===== src/rtl/clkdiv_pkg.sv =====
// Shared types and helpers for the clkdiv_sel clock-enable generator.
// Define CLKDIV_SEL_DIV8_EN to enable the /8 code and a full 3-bit period counter.
package clkdiv_pkg;

    typedef enum logic [1:0] {
        IDLE   = 2'd0,
        RUN    = 2'd1,
        SWITCH = 2'd2,
        STOP   = 2'd3
    } state_t;

    localparam logic [1:0] DIV1 = 2'd0;
    localparam logic [1:0] DIV2 = 2'd1;
    localparam logic [1:0] DIV4 = 2'd2;
    localparam logic [1:0] DIV8 = 2'd3;

`ifdef CLKDIV_SEL_DIV8_EN
    localparam int CNT_W = 3;
`else
    localparam int CNT_W = 2;
`endif

    // Last count value of a period, i.e. N-1 for N = 1 << code.
    function automatic logic [2:0] div_len(input logic [1:0] code);
        case (code)
            DIV1:    return 3'd0;
            DIV2:    return 3'd1;
            DIV4:    return 3'd3;
            default: return 3'd7;
        endcase
    endfunction

endpackage


===== src/rtl/clkdiv_sel_cnt.sv =====
// Period counter with registered tick/phase decode for clkdiv_sel.
// Counter width follows CLKDIV_SEL_DIV8_EN through clkdiv_pkg::CNT_W.
module clkdiv_sel_cnt
    import clkdiv_pkg::*;
(
    input  logic       clk,
    input  logic       rst,
    input  logic       clr,
    input  logic       en,
    input  logic [1:0] div,
    input  logic [1:0] div_nxt,
    output logic       wrap,
    output logic       tick,
    output logic       phase
);

    logic [CNT_W-1:0] cnt;
    logic [2:0]       cnt_ext;
    logic [2:0]       cnt_nxt;
    logic [2:0]       len_nxt;

    assign cnt_ext = 3'(cnt);
    assign wrap    = (cnt_ext == div_len(div));
    assign len_nxt = div_len(div_nxt);

    always_comb begin
        cnt_nxt = cnt_ext;
        if (clr) begin
            cnt_nxt = 3'd0;
        end else if (en) begin
            cnt_nxt = wrap ? 3'd0 : cnt_ext + 3'd1;
        end
    end

    // tick/phase are decoded from the next count and next divide so they
    // line up with the registered count in the same cycle.
    always_ff @(posedge clk or posedge rst) begin
        if (rst) begin
            cnt   <= '0;
            tick  <= 1'b0;
            phase <= 1'b0;
        end else begin
            cnt   <= cnt_nxt[CNT_W-1:0];
            tick  <= !clr && (cnt_nxt == len_nxt);
            phase <= !clr && (cnt_nxt > (len_nxt >> 1));
        end
    end

endmodule


===== src/rtl/clkdiv_sel.sv =====
// Runtime-selectable clock-enable generator: /1,/2,/4 (and /8 with
// CLKDIV_SEL_DIV8_EN) with ratio changes and stops applied only at period wraps.
module clkdiv_sel
    import clkdiv_pkg::*;
#(
    parameter logic [1:0] RESET_DIV = 2'd0
) (
    input  logic       clk,
    input  logic       rst,
    input  logic       run,
    input  logic       sel_valid,
    input  logic [1:0] sel_div,
    output logic       sel_ready,
    output logic       tick,
    output logic       phase,
    output logic [1:0] cur_div,
    output logic       busy,
    output logic       err
);

`ifdef CLKDIV_SEL_DIV8_EN
    localparam logic [1:0] RST_DIV = RESET_DIV;
`else
    localparam logic [1:0] RST_DIV = (RESET_DIV == DIV8) ? DIV4 : RESET_DIV;
`endif

    state_t     state, state_nxt;
    logic [1:0] cur_div_nxt;
    logic [1:0] pend_div, pend_div_nxt;
    logic       accept;
    logic       code_ok;
    logic       wrap;

    assign accept = sel_valid && sel_ready;

`ifdef CLKDIV_SEL_DIV8_EN
    assign code_ok = 1'b1;
`else
    assign code_ok = (sel_div != DIV8);
`endif

    always_comb begin
        state_nxt    = state;
        cur_div_nxt  = cur_div;
        pend_div_nxt = pend_div;
        case (state)
            IDLE: begin
                if (accept && code_ok) begin
                    cur_div_nxt = sel_div;
                end
                if (run) begin
                    state_nxt = RUN;
                end
            end
            RUN: begin
                // A real ratio change outranks a simultaneous stop request.
                if (accept && code_ok && (sel_div != cur_div)) begin
                    pend_div_nxt = sel_div;
                    state_nxt    = SWITCH;
                end else if (!run) begin
                    state_nxt = STOP;
                end
            end
            SWITCH: begin
                if (wrap) begin
                    cur_div_nxt = pend_div;
                    state_nxt   = run ? RUN : IDLE;
                end
            end
            STOP: begin
                if (run) begin
                    state_nxt = RUN;
                end else if (wrap) begin
                    state_nxt = IDLE;
                end
            end
            default: state_nxt = IDLE;
        endcase
    end

    always_ff @(posedge clk or posedge rst) begin
        if (rst) begin
            state     <= IDLE;
            cur_div   <= RST_DIV;
            pend_div  <= RST_DIV;
            sel_ready <= 1'b0;
            busy      <= 1'b0;
            err       <= 1'b0;
        end else begin
            state     <= state_nxt;
            cur_div   <= cur_div_nxt;
            pend_div  <= pend_div_nxt;
            sel_ready <= (state_nxt == IDLE) || (state_nxt == RUN);
            busy      <= (state_nxt != IDLE);
            err       <= accept && !code_ok;
        end
    end

    clkdiv_sel_cnt u_cnt (
        .clk     (clk),
        .rst     (rst),
        .clr     (state_nxt == IDLE),
        .en      (state != IDLE),
        .div     (cur_div),
        .div_nxt (cur_div_nxt),
        .wrap    (wrap),
        .tick    (tick),
        .phase   (phase)
    );

endmodule


===== config.mk =====
export PLATFORM = sky130hd
export DESIGN_NAME = clkdiv_sel
export DESIGN_NICKNAME = d
export VERILOG_FILES = /design/src/rtl/clkdiv_pkg.sv /design/src/rtl/clkdiv_sel_cnt.sv /design/src/rtl/clkdiv_sel.sv
export SDC_FILE = /design/constraint.sdc
export NUM_CORES = 1
export LEC_CHECK = 0
export CAP_MARGIN = 20
export CORE_MARGIN = 1
export CORE_UTILIZATION = 52
export CTS_CLUSTER_SIZE = 16
export DETAILED_ROUTE_END_ITERATION = 16
export PLACE_DENSITY = 0.74
export REMOVE_ABC_BUFFERS = 1
export SYNTH_ARGS = -nofsm -noshare
export SYNTH_HDL_FRONTEND = slang
export SYNTH_SLANG_ARGS = --single-unit
export TNS_END_PERCENT = 100

===== constraint.sdc =====
create_clock -name clk -period 2.7 [get_ports clk]
set_input_delay 0.54 -clock clk [delete_from_list [all_inputs] [get_ports clk]]
set_output_delay 0.54 -clock clk [all_outputs]
set_load 0.02 [all_outputs]

# Word level (Yosys, flattened, before mapping)
# Cells that the tools add are included.
word_totals:
  regBits: 13
  latch_bits: 0
  mem_bits_rw: 0
  mem_bits_ro: 0
  n_memories: 0
op_classes:
  n_addsub: 1
  multipliers: 0
  div: 0
  n_lt_le_gt_ge: 1
  n_eq_ne: 12
  n_shift: 0
  mux: 16
  bitwise_logic: 0
  n_reduce_logical: 16
ops:
  columns: ["op", "n"]
  rows:
  - ["3-bit one-hot mux with 3 select lines", 2]
  - ["2-bit 2-to-1 mux", 8]
  - ["3-bit 2-to-1 mux", 3]
  - ["2-bit by 1-bit equality test with 1-bit output (second input constant)", 4]
  - ["2-bit equality test (second input constant)", 4]
  - ["2-bit logical NOT", 4]
  - ["2-bit one-hot mux with 4 select lines", 1]
  - ["1-bit logical AND", 6]
  - ["2-bit one-hot mux with 2 select lines", 1]
  - ["2-bit nonzero test", 2]
  - ["2-bit by 1-bit adder with 3-bit output (second input constant)", 1]
  - ["2-bit by 3-bit equality test with 1-bit output", 1]
  - ["3-bit equality test", 1]
  - ["3-bit by 2-bit > comparator with 1-bit output", 1]
  - ["1-bit logical NOT", 2]
  - ["2-bit != test", 1]
  - ["2-bit != test (second input constant)", 1]
  - ["2-bit AND reduction", 1]
  - ["1-bit logical OR", 1]
  - ["1-bit 2-to-1 mux", 1]

# Longest topological paths before layout
depth:
  word_depth: 10
  mapped_depth: 10
  depth_no_buf: 9

# Modules after synthesis
# A second synthesis with hierarchy kept.
unflattened:
  cells_unflattened: 86
  area_unflattened_um2: 798.3
by_module_without_submodules:
  columns: ["module", "n_inst", "cells_each", "area_each_um2"]
  rows:
  - ["clkdiv_sel", 1, 48, 464.2]
  - ["clkdiv_sel_cnt", 1, 38, 334.1]

# Least setup slack after synthesis
# OpenSTA, ideal clock, no wires.
synth_path:
  kind: "input to register"
  start: "input port sel_valid"
  end: "register u_cnt.phase"
  t_arrival_ps: 2079
  required_time_ps: 2570
  path_slack_ps: 491
  path_stages: 9
  n_path_buf: 0
  path_cell_list: "nand2_1 > o31a_1 > o311ai_2 > and3_1 > inv_1 > ha_1 > nor2b_1 > o21ai_0 > a21boi_0"
synth_between:
  elab_cells_between_ends: 16
  classes_between: "order compare (1); eq/ne (2); mux (6); reduce/logical (7)"
synth_lines:
  columns: ["item", "line", "text"]
  rows:
  - ["start: declaration", "clkdiv_sel.sv:11", "input logic sel_valid,"]
  - ["1-bit logical AND *", "clkdiv_sel.sv:34", "assign accept = sel_valid && sel_ready;"]
  - ["1-bit logical AND *", "clkdiv_sel.sv:48", "if (accept && code_ok) begin"]
  - ["2-bit 2-to-1 mux *", "clkdiv_sel.sv:48", null]
  - ["2-bit one-hot mux with 2 select lines *", "clkdiv_sel.sv:46", "case (state)"]
  - ["named net cur_div_nxt[0]", "clkdiv_sel.sv:28", "logic [1:0] cur_div_nxt;"]
  - ["2-bit equality test (tied with other cells)", "clkdiv_pkg.sv:25", "case (code)"]
  - ["3-bit one-hot mux with 3 select lines *", "clkdiv_pkg.sv:25", null]
  - ["3-bit by 2-bit > comparator with 1-bit output *", "clkdiv_sel_cnt.sv:45", "phase <= !clr && (cnt_nxt > (len_nxt >> 1));"]
  - ["1-bit logical AND *", "clkdiv_sel_cnt.sv:45", null]
  - ["end signal: assignment", "clkdiv_sel_cnt.sv:45", null]
  - ["end: declaration", "clkdiv_sel_cnt.sv:14", "output logic phase"]
# Mark *: on every way through the listed nets, which the timed path passes. The rest lies on a longest branch.
# A chain may end at the register's enable or synchronous reset.

# Final worst setup path
# Same ends and word-level chain as after synthesis.

==> summary.txt <==
Placement
  – Buffers on Ports: 12
  – Placer Congestion: 0.788
  – Post-DP HPWL: 1440 um

Clock tree
  – Hold_buf cts: 0
  – CTS max path bufs: 2
  – Post_cts resized: 0
  – Total CTS buffers: 3
  – Register clock-pin slew on the reported worst setup and hold paths: 0.08 ns
  – Post-CTS Setup Inserts: 0
  – H-tree depth: 1
  – Clock tree sinks: 13
  – Root Buffer: clkbuf_4
  – CTS tree: done
  – Clock Latency Late Sink: 0.28 ns

Setup path
  – WP data required: 2.86 ns
  – CP Max Fanout: 2
  – Reg-to-Reg Start: cur_div[1]$_DFF_PP0_
  – Worst r2r path cells: 9
  – Critical Path End Type: flop
  – CP arrival: 2.53 ns
  – Crit-path cells: clkdlybuf4s50_1 -> nand2_1 -> o31a_1 -> o311ai_2 -> and3_1 -> inv_1 -> ha_1 -> nor2b_1 -> o21ai_0 -> a21boi_0
  – Critical Path Start Type: input pin
  – Critical path's top delay family: compound AO/OA/AOI/OAI gates
  – Reg2reg setup slack: 0.44 ns
  – Max incr delay on CP: 0.47 ns
  – Critical path type: in2reg
  – RR Endpoint: u_cnt.phase$_DFF_PP0_
  – CP max stage cell: clkdlybuf4s50_1
  – CP Buf/Inv Count: 2

Hold path
  – WHS Path Cells: 1
  – Hold crit path type: reg2reg
  – Endpoint, Worst Hold: pend_div[0]$_DFFE_PP0P_
  – Hold Crit Start: pend_div[0]$_DFFE_PP0P_

Route
  – DRC: 3
  – Antenna viol nets, final: 0
  – Via density: 6.04
  – WL/cell: 15.0 um
  – Via count: 755
  – TritonRoute pass-1 iters: 10
  – Final WL: 1880 um
  – DRT iter0 DRCs: 25

Die
  – Num ports: 13
  – Die X: 43.6 um
  – Core area: 1560 um2
  – Die area: 1900 um2
  – Row cnt: 14
  – Initial Util: 57.6%
  – Die Y-Extent: 43.6 um

Synthesis
  – Yosys warns: 0
  – Top_reg_cell synth: dfrtp_1
  – Synth Cell Area: 898 um2
  – Main area contributors after synthesis: dfrtp_1 (36%), ha_1 (4.2%), nor2b_1 (3.5%)
  – Seq/Total Area, Yosys: 36.2%
  – Cells after Synth: 94
  – Synth area leader: dfrtp_1
  – Synth unique cells: 40
  – Post-synth ARST share: 100%
  – Synth Register Bits: 13
  – Synth top area share: 36.2%
  – Post-Syn Area per Cell: 9.56 um2
  – Number of synthesized flops with an enable pin: 0

STA
  – Final Cycle Share: 87.9%
  – Final setup vio count: 0
  – Relative slew slack: 66.1%
  – Fin Setup TNS: 0 ns
  – Slew @ Worst Pin: 0.508 ns
  – Max Freq: 421 MHz
  – RSZ-0062 raised after global routing: no
  – Final hold vios: 0
  – Post-route minimum period: 2.37 ns
  – Skew final: 0.00304 ns
  – Final Slew Violations: 0

Pwr
  – Pwr dens: 1310 nW/um2
  – LEAKAGE: 0.472 nW
  – Final Power: 1.40 mW
  – Max VDD drop: 0.993 mV

Layout
  – Reg area: 325 um2
  – Inserted Diodes: 0
  – Area of the multi-input gates: 512 um2
  – # nets final: 119
  – Fillers: 134
  – Area growth syn-to-layout: 18.8%
  – Fraction of layout cells with a size suffix above 1: 15.6%

Run status
  – Status: complete, but fails checks
  – Failing checks: DRC

Global route
  – First-pass GRT wire length: 3320 um
  – Vias in the first global route: 698
  – Initial antenna violation count: 0
  – Grt total ovfl: 0
  – Largest net degree at the start of global routing: 15
  – Tot GR Track Use: 24.1%

Flow run
  – Max Cap Viol: 0
-- Yosys cell counts, types with 2 or more instances --
master / n
dfrtp_1: 13
nor2_1: 7
inv_1: 6
nor2b_1: 5
buf_2: 4
nand2_1: 4
nor3_1: 4
a21oi_1: 3
and2_1: 3
and3_1: 3
ha_1: 3
o31a_1: 3
buf_4: 2
mux2_2: 2
nand3_1: 2
nor3b_1: 2
nor4b_1: 2
o211a_1: 2
o221ai_1: 2
o22ai_1: 2
-- cells by family (layout without fill, tap and decap cells) --
group | Yosys count | after routing | share of synthesized area [%]
compound gates | 23 | 23 | 20.6
fa+ha+maj | 3 | 3 | 4.18
buf+inv | 13 | 28 | 6.82
flops | 13 | 13 | 36.2
mux | 2 | 2 | 2.51
simple gates | 40 | 40 | 29.7
-- cells in the final DEF, fill, tap and decap left out, drive strengths merged, types with 2 or more instances in the layout --
cell / Yosys / routed
and3: 3 / 3
dfrtp: 13 / 13
clkbuf: 0 / 4
buf: 6 / 5
nor2b: 5 / 5
nor3b: 2 / 2
mux2: 2 / 2
o221ai: 2 / 2
inv: 7 / 7
and2: 3 / 3
nand3: 2 / 2
nor2: 7 / 7
ha: 3 / 3
o31a: 3 / 3
clkdlybuf4s50: 0 / 12
o22ai: 2 / 2
o211a: 2 / 2
nor4b: 2 / 2
nor3: 5 / 5
nand2: 4 / 4
a21oi: 3 / 3
o21ai: 2 / 2
-- worst max path at each step --
stage | start | end | slack (ns) | depth (start not counted)
4_1_cts | sel_valid | u_cnt.phase$_DFF_PP0_ | 0.31 | 10
3_5_place_dp | sel_valid | u_cnt.phase$_DFF_PP0_ | 0.04 | 10
5_1_grt | sel_valid | u_cnt.phase$_DFF_PP0_ | 0.18 | 11
2_1_floorplan | sel_valid | u_cnt.phase$_DFF_PP0_ | 0.49 | 9
6_report | sel_valid | u_cnt.phase$_DFF_PP0_ | 0.33 | 10
3_3_place_gp | sel_valid | u_cnt.phase$_DFF_PP0_ | 0.07 | 10
-- routing by layer --
metal	part of all wire, %	wire length (um)	global-route usage, %	vias to the layer above
li1	-	-	-	380
met1	47	877	34.8	357
met2	48	911	36.1	16
met3	3.9	74	3.75	2
met4	0.90	17	9.38	0
met5	0	0	0	-
-- flip-flops by register name, summed over array words and instances, names as in the netlist, 2 cells and up --
register	count
u_cnt.cnt	2
pend_div	2
cur_div	2
state	2
-- per-stage QoR --
step	setup slack, ns	instances	area [um2]	hold WS (ns)	util (%)
after CTS	0.315	125	1070	0.565	68.5
after global routing	0.181	125	1070	0.594	68.5
after detailed placement	0.0372	121	1040	0.549	66.8
after floorplan	0.490	88	863	0.417	-
after global placement	0.0694	121	1040	0.535	66.8
final	0.326	125	1070	0.563	68.5
-- power by group --
group	internal, mW	switching (mW)	total [mW]
clock network	0.0573	0.0651	0.122
logic	0.425	0.414	0.840
registers	0.284	0.150	0.434
-- final cells by class --
class | count | share of cell area [%]
timing repair buffer | 17 | 14.8
multi-input combinational | 68 | 47.9
sequential | 13 | 30.5
tap | 16 | 1.88
inverter | 7 | 2.46
clock buffer | 4 | 2.46
No activity file was read; power rests on OpenSTA's default activity.
